===== src/rtl/shift_univ_nb_if.sv =====
// Bus bundle for shift_univ_nb: control, serial and parallel data in, taps and status out.
// Latency: none, wires only.
// Backpressure: none, the register accepts an operation every cycle.
//
// Signals: load/lshift/rshift/rot select the operation; in_l/in_r are the serial entry words.
// par_in/par_out are all stages packed (stage i at [i*BUS_WIDTH +: BUS_WIDTH]).
// out_l/out_r and their _vld bits are the exit taps; vld/fill_cnt track occupancy.
// err flags a conflicting shift request.
interface shift_univ_nb_if #(
    parameter int BUS_WIDTH = 8,
    parameter int DEPTH     = 4
);
    localparam int CNT_W = $clog2(DEPTH + 1);

    logic                         load;
    logic                         lshift;
    logic                         rshift;
    logic                         rot;
    logic [BUS_WIDTH-1:0]         in_l;
    logic [BUS_WIDTH-1:0]         in_r;
    logic [DEPTH*BUS_WIDTH-1:0]   par_in;
    logic [BUS_WIDTH-1:0]         out_l;
    logic [BUS_WIDTH-1:0]         out_r;
    logic                         out_l_vld;
    logic                         out_r_vld;
    logic [DEPTH*BUS_WIDTH-1:0]   par_out;
    logic [DEPTH-1:0]             vld;
    logic [CNT_W-1:0]             fill_cnt;
    logic                         err;

    // Side that drives operations and observes the register.
    modport master (
        output load, lshift, rshift, rot, in_l, in_r, par_in,
        input  out_l, out_r, out_l_vld, out_r_vld, par_out, vld, fill_cnt, err
    );

    // The shift register itself.
    modport slave (
        input  load, lshift, rshift, rot, in_l, in_r, par_in,
        output out_l, out_r, out_l_vld, out_r_vld, par_out, vld, fill_cnt, err
    );
endinterface


===== src/rtl/shift_univ_nb.sv =====
// Universal shift register of DEPTH words: left/right shift, rotate and parallel load.
// Latency: one cycle per operation; a word needs DEPTH-1 further shifts to reach the far exit.
// Backpressure: none; every posedge applies RST > LOAD > single shift > hold.
//
// Ports: CLK, RST (synchronous, active high), bus (shift_univ_nb_if.slave).
// Every output is a register or a direct stage tap, so nothing combinational runs from input to output.
module shift_univ_nb #(
    parameter int BUS_WIDTH = 8,
    parameter int DEPTH     = 4
) (
    input  logic           CLK,
    input  logic           RST,
    shift_univ_nb_if.slave bus
);
    localparam int CNT_W = $clog2(DEPTH + 1);

    logic [BUS_WIDTH-1:0] stg_q [DEPTH];
    logic [BUS_WIDTH-1:0] stg_d [DEPTH];
    logic [DEPTH-1:0]     vld_q;
    logic [DEPTH-1:0]     vld_d;
    logic [CNT_W-1:0]     cnt_q;
    logic [CNT_W-1:0]     cnt_d;
    logic                 err_q;
    logic                 err_d;

    always_comb begin
        stg_d = stg_q;
        vld_d = vld_q;
        err_d = 1'b0;
        if (bus.load) begin
            for (int i = 0; i < DEPTH; i++) begin
                stg_d[i] = bus.par_in[i*BUS_WIDTH +: BUS_WIDTH];
            end
            vld_d = '1;
        end else if (bus.lshift && !bus.rshift) begin
            for (int i = 1; i < DEPTH; i++) begin
                stg_d[i] = stg_q[i-1];
                vld_d[i] = vld_q[i-1];
            end
            // Rotation recirculates the exiting word together with its valid bit.
            stg_d[0] = bus.rot ? stg_q[DEPTH-1] : bus.in_l;
            vld_d[0] = bus.rot ? vld_q[DEPTH-1] : 1'b1;
        end else if (bus.rshift && !bus.lshift) begin
            for (int i = 0; i < DEPTH - 1; i++) begin
                stg_d[i] = stg_q[i+1];
                vld_d[i] = vld_q[i+1];
            end
            stg_d[DEPTH-1] = bus.rot ? stg_q[0] : bus.in_r;
            vld_d[DEPTH-1] = bus.rot ? vld_q[0] : 1'b1;
        end else if (bus.rshift && bus.lshift) begin
            // Conflicting directions: contents hold, flag it for one cycle.
            err_d = 1'b1;
        end
    end

    // Occupancy is a popcount of the next valid vector, so it can never drift from VLD.
    always_comb begin
        cnt_d = '0;
        for (int i = 0; i < DEPTH; i++) begin
            cnt_d = cnt_d + CNT_W'(vld_d[i]);
        end
    end

    always_ff @(posedge CLK) begin
        if (RST) begin
            for (int i = 0; i < DEPTH; i++) begin
                stg_q[i] <= '0;
            end
            vld_q <= '0;
            cnt_q <= '0;
            err_q <= 1'b0;
        end else begin
            stg_q <= stg_d;
            vld_q <= vld_d;
            cnt_q <= cnt_d;
            err_q <= err_d;
        end
    end

    for (genvar g = 0; g < DEPTH; g++) begin : g_par
        assign bus.par_out[g*BUS_WIDTH +: BUS_WIDTH] = stg_q[g];
    end

    assign bus.out_l     = stg_q[DEPTH-1];
    assign bus.out_r     = stg_q[0];
    assign bus.out_l_vld = vld_q[DEPTH-1];
    assign bus.out_r_vld = vld_q[0];
    assign bus.vld       = vld_q;
    assign bus.fill_cnt  = cnt_q;
    assign bus.err       = err_q;
endmodule


===== src/flat_wrapper.sv =====
// flat-port wrapper written by rule: the top's interface ports become plain ports
module shift_univ_nb_flat 
#(
    parameter int BUS_WIDTH = 8,
    parameter int DEPTH     = 4
)
  (CLK, RST, bus_load, bus_lshift, bus_rshift, bus_rot, bus_in_l, bus_in_r, bus_par_in, bus_out_l, bus_out_r, bus_out_l_vld, bus_out_r_vld, bus_par_out, bus_vld, bus_fill_cnt, bus_err);
  shift_univ_nb_if #(.BUS_WIDTH(BUS_WIDTH), .DEPTH(DEPTH)) bus_i ();
  input  logic CLK;
  input  logic RST;
  input wire logic [$bits(bus_i.load)-1:0] bus_load;
  input wire logic [$bits(bus_i.lshift)-1:0] bus_lshift;
  input wire logic [$bits(bus_i.rshift)-1:0] bus_rshift;
  input wire logic [$bits(bus_i.rot)-1:0] bus_rot;
  input wire logic [$bits(bus_i.in_l)-1:0] bus_in_l;
  input wire logic [$bits(bus_i.in_r)-1:0] bus_in_r;
  input wire logic [$bits(bus_i.par_in)-1:0] bus_par_in;
  output wire logic [$bits(bus_i.out_l)-1:0] bus_out_l;
  output wire logic [$bits(bus_i.out_r)-1:0] bus_out_r;
  output wire logic [$bits(bus_i.out_l_vld)-1:0] bus_out_l_vld;
  output wire logic [$bits(bus_i.out_r_vld)-1:0] bus_out_r_vld;
  output wire logic [$bits(bus_i.par_out)-1:0] bus_par_out;
  output wire logic [$bits(bus_i.vld)-1:0] bus_vld;
  output wire logic [$bits(bus_i.fill_cnt)-1:0] bus_fill_cnt;
  output wire logic [$bits(bus_i.err)-1:0] bus_err;
  assign bus_i.load = bus_load;
  assign bus_i.lshift = bus_lshift;
  assign bus_i.rshift = bus_rshift;
  assign bus_i.rot = bus_rot;
  assign bus_i.in_l = bus_in_l;
  assign bus_i.in_r = bus_in_r;
  assign bus_i.par_in = bus_par_in;
  assign bus_out_l = bus_i.out_l;
  assign bus_out_r = bus_i.out_r;
  assign bus_out_l_vld = bus_i.out_l_vld;
  assign bus_out_r_vld = bus_i.out_r_vld;
  assign bus_par_out = bus_i.par_out;
  assign bus_vld = bus_i.vld;
  assign bus_fill_cnt = bus_i.fill_cnt;
  assign bus_err = bus_i.err;
  shift_univ_nb #(.BUS_WIDTH(BUS_WIDTH), .DEPTH(DEPTH)) u_core (.CLK(CLK), .RST(RST), .bus(bus_i));
endmodule

===== config.mk =====
export PLATFORM = sky130hd
export DESIGN_NAME = shift_univ_nb_flat
export DESIGN_NICKNAME = d
export VERILOG_FILES = /design/src/rtl/shift_univ_nb_if.sv /design/src/rtl/shift_univ_nb.sv /design/src/flat_wrapper.sv
export SDC_FILE = /design/constraint.sdc
export NUM_CORES = 1
export LEC_CHECK = 0
export ABC_AREA = 1
export CORE_UTILIZATION = 43
export DETAILED_ROUTE_END_ITERATION = 10
export PLACE_DENSITY_LB_ADDON = 0.2
export SYNTH_ARGS = -nofsm -noshare
export SYNTH_HDL_FRONTEND = slang
export SYNTH_SLANG_ARGS = --single-unit

===== constraint.sdc =====
create_clock -name CLK -period 2.8 [get_ports CLK]
set_input_delay 0.28 -clock CLK [delete_from_list [all_inputs] [get_ports CLK]]
set_output_delay 0.28 -clock CLK [all_outputs]
set_load 0.005 [all_outputs]

==> flow_results.xml, run 1 <==
<?xml version="1.0" encoding="UTF-8"?>
<metrics>
  <group name="flow_run">
    <metric name="drv.max_cap_violation_count" unit="">0</metric>
  </group>
  <group name="routing">
    <metric name="drt_iter0_drc" unit="">227</metric>
    <metric name="firstDrtPassIters" unit="">5</metric>
    <metric name="route.detailed.vias_per_inst" unit="">5.19</metric>
    <metric name="ant_nets" unit="">0</metric>
    <metric name="dr_total_vias" unit="">2877</metric>
    <metric name="route.detailed.drc" unit="">0</metric>
    <metric name="post_drt_wl_per_cell" unit="um">14.2</metric>
    <metric name="totalWireLength" unit="mm">7.87</metric>
  </group>
  <group name="sta">
    <metric name="timing.max_slew.rel_slack" unit="%">57.9</metric>
    <metric name="timing.final.hold_violations" unit="">0</metric>
    <metric name="unrepaired_setup_endpoints_after_global_routing" unit="">no</metric>
    <metric name="finClkSkew" unit="ns">0.00563</metric>
    <metric name="timing.fmax" unit="MHz">428</metric>
    <metric name="holdWs" unit="ns">0.507</metric>
    <metric name="final.setup.tns" unit="ns">0</metric>
    <metric name="period_needed" unit="ns">2.34</metric>
    <metric name="period_share" unit="%">83.4</metric>
    <metric name="tightestPinTransition" unit="ns">0.630</metric>
    <metric name="total_of_endpoints_with_negative_setup_slack_in_the_final_report" unit="">0</metric>
    <metric name="finalMaxSlewViolations" unit="">0</metric>
  </group>
  <group name="global_routing">
    <metric name="grt_max_degree" unit="">40</metric>
    <metric name="overflow" unit="">0</metric>
    <metric name="grt_first_pass_wirelength" unit="mm">12.1</metric>
    <metric name="grt_antenna_before_repair" unit="">0</metric>
    <metric name="first_global_vias" unit="">2466</metric>
    <metric name="aggregate_global_route_resource_usage" unit="%">24.2</metric>
  </group>
  <group name="cts">
    <metric name="cts.clk_slew.worst_paths" unit="ns">0.08</metric>
    <metric name="tritoncts_clock_tree" unit="">built</metric>
    <metric name="clkSinkCount" unit="">40</metric>
    <metric name="ctsLongestPathBuffers" unit="">2</metric>
    <metric name="cts_hold_buf" unit="">0</metric>
    <metric name="skew_pair_late_insertion_delay" unit="ns">0.29</metric>
    <metric name="h_tree_depth" unit="">2</metric>
    <metric name="cts_made_buffers" unit="">5</metric>
    <metric name="cts_root_buffer" unit="">sky130_fd_sc_hd__clkbuf_8</metric>
    <metric name="cts_resized" unit="">0</metric>
    <metric name="post_cts_buffers" unit="">0</metric>
  </group>
  <group name="final_layout">
    <metric name="area_growth" unit="%">40.2</metric>
    <metric name="layout-drive-gt1-share" unit="%">7.72</metric>
    <metric name="num_antenna_cells" unit="">0</metric>
    <metric name="final_cells" unit="">554</metric>
    <metric name="postLayoutCoreUtil" unit="%">62.4</metric>
    <metric name="fillCellCount" unit="">545</metric>
    <metric name="final_nets" unit="">541</metric>
  </group>
  <group name="logic_synthesis">
    <metric name="synth-edff-count" unit="">0</metric>
    <metric name="total_number_of_yosys_warnings" unit="">0</metric>
    <metric name="synth.cells.most_frequent" unit="">93 x sky130_fd_sc_hd__nand2_1, 62 x sky130_fd_sc_hd__a21oi_1, 43 x sky130_fd_sc_hd__inv_1</metric>
    <metric name="synth.net_count" unit="">459</metric>
    <metric name="synth.cell_area" unit="um2">2640</metric>
    <metric name="netlist.top_cell.by_area" unit="">sky130_fd_sc_hd__dfxtp_1</metric>
    <metric name="synth_cells" unit="">397</metric>
    <metric name="yosysTopAreaCellShare" unit="%">30.4</metric>
    <metric name="fraction_of_registers_with_async_set_reset" unit="%">0</metric>
    <metric name="cell_types_occupying_the_most_area_after_synthesis" unit="">sky130_fd_sc_hd__dfxtp_1 30%, sky130_fd_sc_hd__nand2_1 13%, sky130_fd_sc_hd__a21oi_1 12%</metric>
    <metric name="yosys_most_used_dff" unit="">sky130_fd_sc_hd__dfxtp_1</metric>
    <metric name="most_repeated_cell_in_the_gate_level_netlist_after_synthesis" unit="">sky130_fd_sc_hd__nand2_1</metric>
    <metric name="ys_seq_elements" unit="">40</metric>
    <metric name="syn_area_per_cell" unit="um2">6.64</metric>
    <metric name="ys_seq_area_share" unit="%">30.4</metric>
    <metric name="unique_masters_post_synth" unit="">24</metric>
  </group>
  <group name="die">
    <metric name="placement_rows" unit="">28</metric>
    <metric name="design.core.area" unit="um2">5920</metric>
    <metric name="die-area" unit="um2">6440</metric>
    <metric name="pin_count" unit="">112</metric>
    <metric name="initial_core_utilization" unit="%">44.5</metric>
    <metric name="die_x" unit="um">80.3</metric>
    <metric name="fp.dieH" unit="um">80.3</metric>
  </group>
  <group name="setup_path">
    <metric name="crit_slowest_cell" unit="">sky130_fd_sc_hd__clkdlybuf4s50_1</metric>
    <metric name="r2r-end" unit="">u_core.bus.fill_cnt[1]</metric>
    <metric name="required" unit="ns">2.99</metric>
    <metric name="cpMostUsedCell" unit="">sky130_fd_sc_hd__ha_1</metric>
    <metric name="critPathCapture" unit="">u_core.bus.fill_cnt[1]</metric>
    <metric name="r2r_cells" unit="">9</metric>
    <metric name="r2r_setup_slack" unit="ns">0.89</metric>
    <metric name="timing.critical_path.arrival" unit="ns">2.52</metric>
    <metric name="setup.worst_path.start" unit="">bus_lshift</metric>
    <metric name="worst-setup-path-type" unit="">input pin to register</metric>
    <metric name="worst_setup_path_end_kind" unit="">register</metric>
    <metric name="rr_startpoint" unit="">u_core.bus.vld[3]</metric>
    <metric name="critical_path.cell_chain" unit="">clkdlybuf4s50_1 -&gt; inv_1 -&gt; ha_1 -&gt; o211ai_1 -&gt; nand2_1 -&gt; ha_1 -&gt; fa_1 -&gt; ha_1 -&gt; inv_1 -&gt; nor2_1</metric>
    <metric name="crit_path_max_fanout" unit="">5</metric>
    <metric name="cpPeakStageDelay" unit="ns">0.53</metric>
    <metric name="crit_path_start_kind" unit="">input pin</metric>
  </group>
  <group name="pwr">
    <metric name="totalPowerFinal" unit="mW">1.56</metric>
    <metric name="worst_ir_drop_vdd" unit="uV">239</metric>
    <metric name="cellLeakagePower" unit="nW">1.58</metric>
    <metric name="pwr_density_cell" unit="nW/um2">421</metric>
  </group>
  <group name="place">
    <metric name="gp_routability_congestion" unit="">0.855</metric>
    <metric name="total_placed_cells_including_tap_cells" unit="">547</metric>
    <metric name="hpwl" unit="mm">5.60</metric>
    <metric name="io_buffers" unit="">111</metric>
  </group>
  <group name="run_status">
    <metric name="status" unit="">complete, no violations</metric>
  </group>
  <group name="worst_hold_path">
    <metric name="hold_class" unit="">register to register</metric>
  </group>
</metrics>
[per-layer routing]
layer  GRT usage, %  vias up  share of wire, %
li1               -     1429                 -
met1           34.0     1299                46
met2           38.4      143                45
met3           4.09        6               8.8
met4           5.71        0              0.94
met5              0        -                 0
[layout make-up]
| cell class | count | area [um2] | area share (%) |
|---|---|---|---|
| multi-input cells | 267 | 1370 | 37.1 |
| inverters | 45 | 171 | 4.64 |
| clock buffers | 6 | 72.6 | 1.96 |
| clock inverters | 1 | 5.00 | 0.136 |
| well taps | 75 | 93.8 | 2.54 |
| repair buffers | 120 | 1180 | 31.9 |
| flip-flops and latches | 40 | 801 | 21.7 |
[flip-flops by register name, summed over array words and instances (netlist names)]
signal,cells
u_core.bus.err,1
u_core.bus.out_l,8
u_core.bus.par_out,16
u_core.bus.out_r,8
u_core.bus.vld,4
u_core.bus.fill_cnt,3
[metrics by stage]
| stage | area [um2] | setup slack (ns) |
|---|---|---|
| floorplan | 2640 | 0.604 |
| global placement | 3620 | 0.222 |
| detailed placement | 3620 | 0.165 |
| CTS | 3690 | 0.466 |
| global route | 3690 | 0.345 |
| finish | 3690 | 0.464 |
[cells by family after synthesis]
| group | share of synthesized area, % |
|---|---|
| AND/OR/NAND/NOR | 22.2 |
| buffers and inverters | 17.6 |
| AO/OA/AOI/OAI | 25.7 |
| adder cells (fa/ha/maj) | 4.08 |
| flip-flops | 30.4 |
[layout by cell type, fill, tap and decap left out, drive strengths merged]
| cell | count |
|---|---|
| o211ai | 19 |
| buf | 9 |
| clkinv | 1 |
| clkdlybuf4s50 | 111 |
| o21ai | 26 |
| nand2 | 102 |
| dfxtp | 40 |
| a21oi | 72 |
| fa | 1 |
| ha | 7 |
| nor2 | 22 |
| inv | 45 |
| nand3 | 16 |
| nor3 | 1 |
| clkbuf | 6 |
| a211oi | 1 |
[where the power goes]
group          internal (mW)  switching [mW]
combinational          0.281           0.227
sequential             0.622          0.0561
clock                  0.170           0.200
[worst min-delay path by stage]
| stage | cells past startpoint | slack, ns | from | to |
|---|---|---|---|---|
| after CTS | 2 | 0.52 | u_core.bus.out_l[7] | u_core.bus.out_l[7] |
| after global placement | 2 | 0.49 | u_core.bus.out_l[7] | u_core.bus.out_l[7] |
| after detailed placement | 2 | 0.51 | u_core.bus.out_l[7] | u_core.bus.out_l[7] |
| final | 2 | 0.51 | u_core.bus.out_l[7] | u_core.bus.out_l[7] |
| after floorplan | 2 | 0.45 | bus_par_in[15] | u_core.bus.par_out[15] |
| after global routing | 2 | 0.53 | u_core.bus.out_l[7] | u_core.bus.out_l[7] |
[worst max-delay path: cells and delay by family]
kind,cells,cell delay [ns]
AO/OA/AOI/OAI,1,0.23
adder cells (fa/ha/maj),4,1.23
buffers and inverters,3,0.66
AND/OR/NAND/NOR,2,0.11
(Power assumes the default switching activity.)
==> run 2: changes to the inputs <==
clock period = 2.2 ns   (was 2.8 ns; I/O delays follow)
==> run 2 against run 1 <==
Against the previous run:
- clock skew rose by 0.0026 ns
- worst setup slack got worse by 0.28 ns
- critical path type unchanged
- cell count rose by 1.8%
- first-iteration DRC count rose by 4.0%
- worst hold slack improved by 0.012 ns
- non-clock buffer count rose by 9
- largest cell class unchanged
- wire length rose by 2.3%
- sequential cell count did not move
- die area did not move
==> flow_results.xml, run 2 (same netlist as run 1, synthesis figures left out) <==
<?xml version="1.0" encoding="UTF-8"?>
<metrics>
  <group name="sta">
    <metric name="final_critical_path_setup_slack" unit="ns">0.188</metric>
    <metric name="timing.fmax" unit="MHz">497</metric>
    <metric name="unrepaired_setup_endpoints_after_global_routing" unit="">no</metric>
    <metric name="finClkSkew" unit="ns">0.00820</metric>
    <metric name="finalMaxSlewViolations" unit="">0</metric>
    <metric name="period_share" unit="%">91.5</metric>
    <metric name="tightestPinTransition" unit="ns">0.684</metric>
    <metric name="timing.final.hold_violations" unit="">0</metric>
    <metric name="period_needed" unit="ns">2.01</metric>
    <metric name="timing.max_slew.rel_slack" unit="%">54.4</metric>
    <metric name="total_of_endpoints_with_negative_setup_slack_in_the_final_report" unit="">0</metric>
  </group>
  <group name="routing">
    <metric name="route.detailed.vias_per_inst" unit="">5.13</metric>
    <metric name="drt_iter0_drc" unit="">236</metric>
    <metric name="dr_total_vias" unit="">2894</metric>
    <metric name="firstDrtPassIters" unit="">4</metric>
    <metric name="totalWireLength" unit="mm">8.05</metric>
    <metric name="route.detailed.drc" unit="">0</metric>
    <metric name="post_drt_wl_per_cell" unit="um">14.3</metric>
    <metric name="ant_nets" unit="">0</metric>
  </group>
  <group name="final_layout">
    <metric name="final_common_cell" unit="">sky130_fd_sc_hd__clkdlybuf4s50_1</metric>
    <metric name="num_antenna_cells" unit="">0</metric>
    <metric name="area_growth" unit="%">43.7</metric>
    <metric name="fillCellCount" unit="">549</metric>
    <metric name="postLayoutCellArea" unit="um2">3790</metric>
    <metric name="mostFrequentLayoutCells" unit="">109 x sky130_fd_sc_hd__clkdlybuf4s50_1, 93 x sky130_fd_sc_hd__nand2_1, 62 x sky130_fd_sc_hd__a21oi_1</metric>
    <metric name="flip_flop_count_of_the_largest_register_after_layout" unit="">16</metric>
    <metric name="final_nets" unit="">550</metric>
    <metric name="layout-drive-gt1-share" unit="%">9.61</metric>
  </group>
  <group name="global_routing">
    <metric name="grt_max_degree" unit="">29</metric>
    <metric name="aggregate_global_route_resource_usage" unit="%">25.5</metric>
    <metric name="grt_first_pass_wirelength" unit="mm">12.6</metric>
    <metric name="overflow" unit="">0</metric>
    <metric name="grt_antenna_before_repair" unit="">0</metric>
    <metric name="first_global_vias" unit="">2525</metric>
  </group>
  <group name="cts">
    <metric name="cts_resized" unit="">3</metric>
    <metric name="clkSinkCount" unit="">40</metric>
    <metric name="cts_root_buffer" unit="">sky130_fd_sc_hd__clkbuf_8</metric>
    <metric name="cts_made_buffers" unit="">5</metric>
    <metric name="h_tree_depth" unit="">2</metric>
    <metric name="ctsLongestPathBuffers" unit="">2</metric>
    <metric name="cts.clk_slew.worst_paths" unit="ns">0.08</metric>
    <metric name="post_cts_buffers" unit="">0</metric>
    <metric name="tritoncts_clock_tree" unit="">built</metric>
    <metric name="cts_hold_buf" unit="">0</metric>
    <metric name="skew_pair_late_insertion_delay" unit="ns">0.30</metric>
  </group>
  <group name="setup_path">
    <metric name="r2r_setup_slack" unit="ns">0.29</metric>
    <metric name="setup.worst_path.start" unit="">bus_rshift</metric>
    <metric name="critPathCapture" unit="">u_core.bus.fill_cnt[1]</metric>
    <metric name="r2r-end" unit="">u_core.bus.fill_cnt[1]</metric>
    <metric name="worst-setup-path-type" unit="">input pin to register</metric>
    <metric name="crit_path_start_kind" unit="">input pin</metric>
    <metric name="timing.critical_path.arrival" unit="ns">2.19</metric>
    <metric name="crit_path_max_fanout" unit="">4</metric>
    <metric name="required" unit="ns">2.38</metric>
    <metric name="rr_startpoint" unit="">u_core.bus.vld[3]</metric>
    <metric name="r2r_cells" unit="">9</metric>
    <metric name="worst_setup_path_end_kind" unit="">register</metric>
  </group>
  <group name="pwr">
    <metric name="worst_ir_drop_vdd" unit="uV">257</metric>
    <metric name="cellLeakagePower" unit="nW">1.63</metric>
    <metric name="pwr_density_cell" unit="nW/um2">542</metric>
  </group>
  <group name="die">
    <metric name="die-area" unit="um2">6440</metric>
    <metric name="initial_core_utilization" unit="%">44.5</metric>
    <metric name="pin_count" unit="">112</metric>
    <metric name="die_x" unit="um">80.3</metric>
    <metric name="fp.dieH" unit="um">80.3</metric>
    <metric name="placement_rows" unit="">28</metric>
    <metric name="design.core.area" unit="um2">5920</metric>
  </group>
  <group name="worst_hold_path">
    <metric name="hold_class" unit="">register to register</metric>
  </group>
  <group name="place">
    <metric name="dp_worst_setup_slack" unit="ns">-0.338</metric>
    <metric name="hpwl" unit="mm">5.74</metric>
    <metric name="io_buffers" unit="">111</metric>
    <metric name="gp_routability_congestion" unit="">0.873</metric>
    <metric name="post_dp_cell_area" unit="um2">3700</metric>
  </group>
  <group name="flow_run">
    <metric name="drv.max_cap_violation_count" unit="">0</metric>
  </group>
  <group name="run_status">
    <metric name="status" unit="">complete, no violations</metric>
  </group>
</metrics>
## run 2: through the flow
step                      cells  hold WS, ns  total power [mW]  setup TNS [ns]  util [%]
after floorplan             397        0.385              1.21               0         -
after global placement      556        0.494              1.53          -0.561      62.4
after detailed placement    556        0.510              1.54          -0.711      62.4
after CTS                   564        0.521              2.05               0      63.9
after global routing        564        0.530              2.17               0      63.9
final                       564        0.520              2.05               0      63.9
## run 2: area by class of cell
cell class	count	area [um2]	share of cell area (%)
Multi-Input combinational cell	267	1370	36.3
Timing Repair Buffer	129	1260	33.2
Sequential cell	40	801	21.2
Inverter	45	171	4.53
Tap cell	75	93.8	2.48
Clock buffer	8	90.1	2.38
## run 2: worst min path at each step
stage | startpoint | to | slack [ns] | depth (start not counted)
2_1_floorplan | bus_par_in[15] | u_core.bus.par_out[15] | 0.39 | 2
3_3_place_gp | u_core.bus.out_l[7] | u_core.bus.out_l[7] | 0.49 | 2
3_5_place_dp | u_core.bus.out_l[1] | u_core.bus.out_l[1] | 0.51 | 2
4_1_cts | u_core.bus.out_l[1] | u_core.bus.out_l[1] | 0.52 | 2
5_1_grt | u_core.bus.out_l[7] | u_core.bus.out_l[7] | 0.53 | 2
6_report | u_core.bus.out_l[2] | u_core.bus.out_l[2] | 0.52 | 2
## run 2: worst max-delay path, cell delays in order
cell,delay [ns]
sky130_fd_sc_hd__dlygate4sd2_1,0.28
sky130_fd_sc_hd__inv_1,0.09
sky130_fd_sc_hd__ha_1,0.22
sky130_fd_sc_hd__inv_1,0.10
sky130_fd_sc_hd__o211ai_1,0.13
sky130_fd_sc_hd__nand2_1,0.09
sky130_fd_sc_hd__ha_1,0.32
sky130_fd_sc_hd__fa_1,0.37
sky130_fd_sc_hd__ha_1,0.27
sky130_fd_sc_hd__inv_1,0.05
sky130_fd_sc_hd__nor2_1,0.03
## run 2: metal layers
layer  share of wire (%)  wire length (um)  global-route usage, %
met1                  46              3670                   35.8
met5                   0                 0                      0
met4                 1.3               106                   7.86
met2                  44              3560                   38.5
met3                 8.8               710                   5.68
## run 2: power breakdown
| part | switching [mW] | leakage (nW) | internal (mW) |
|---|---|---|---|
| logic | 0.295 | 1.25 | 0.371 |
| clock network | 0.267 | 0.0455 | 0.256 |
| registers | 0.0715 | 0.332 | 0.792 |
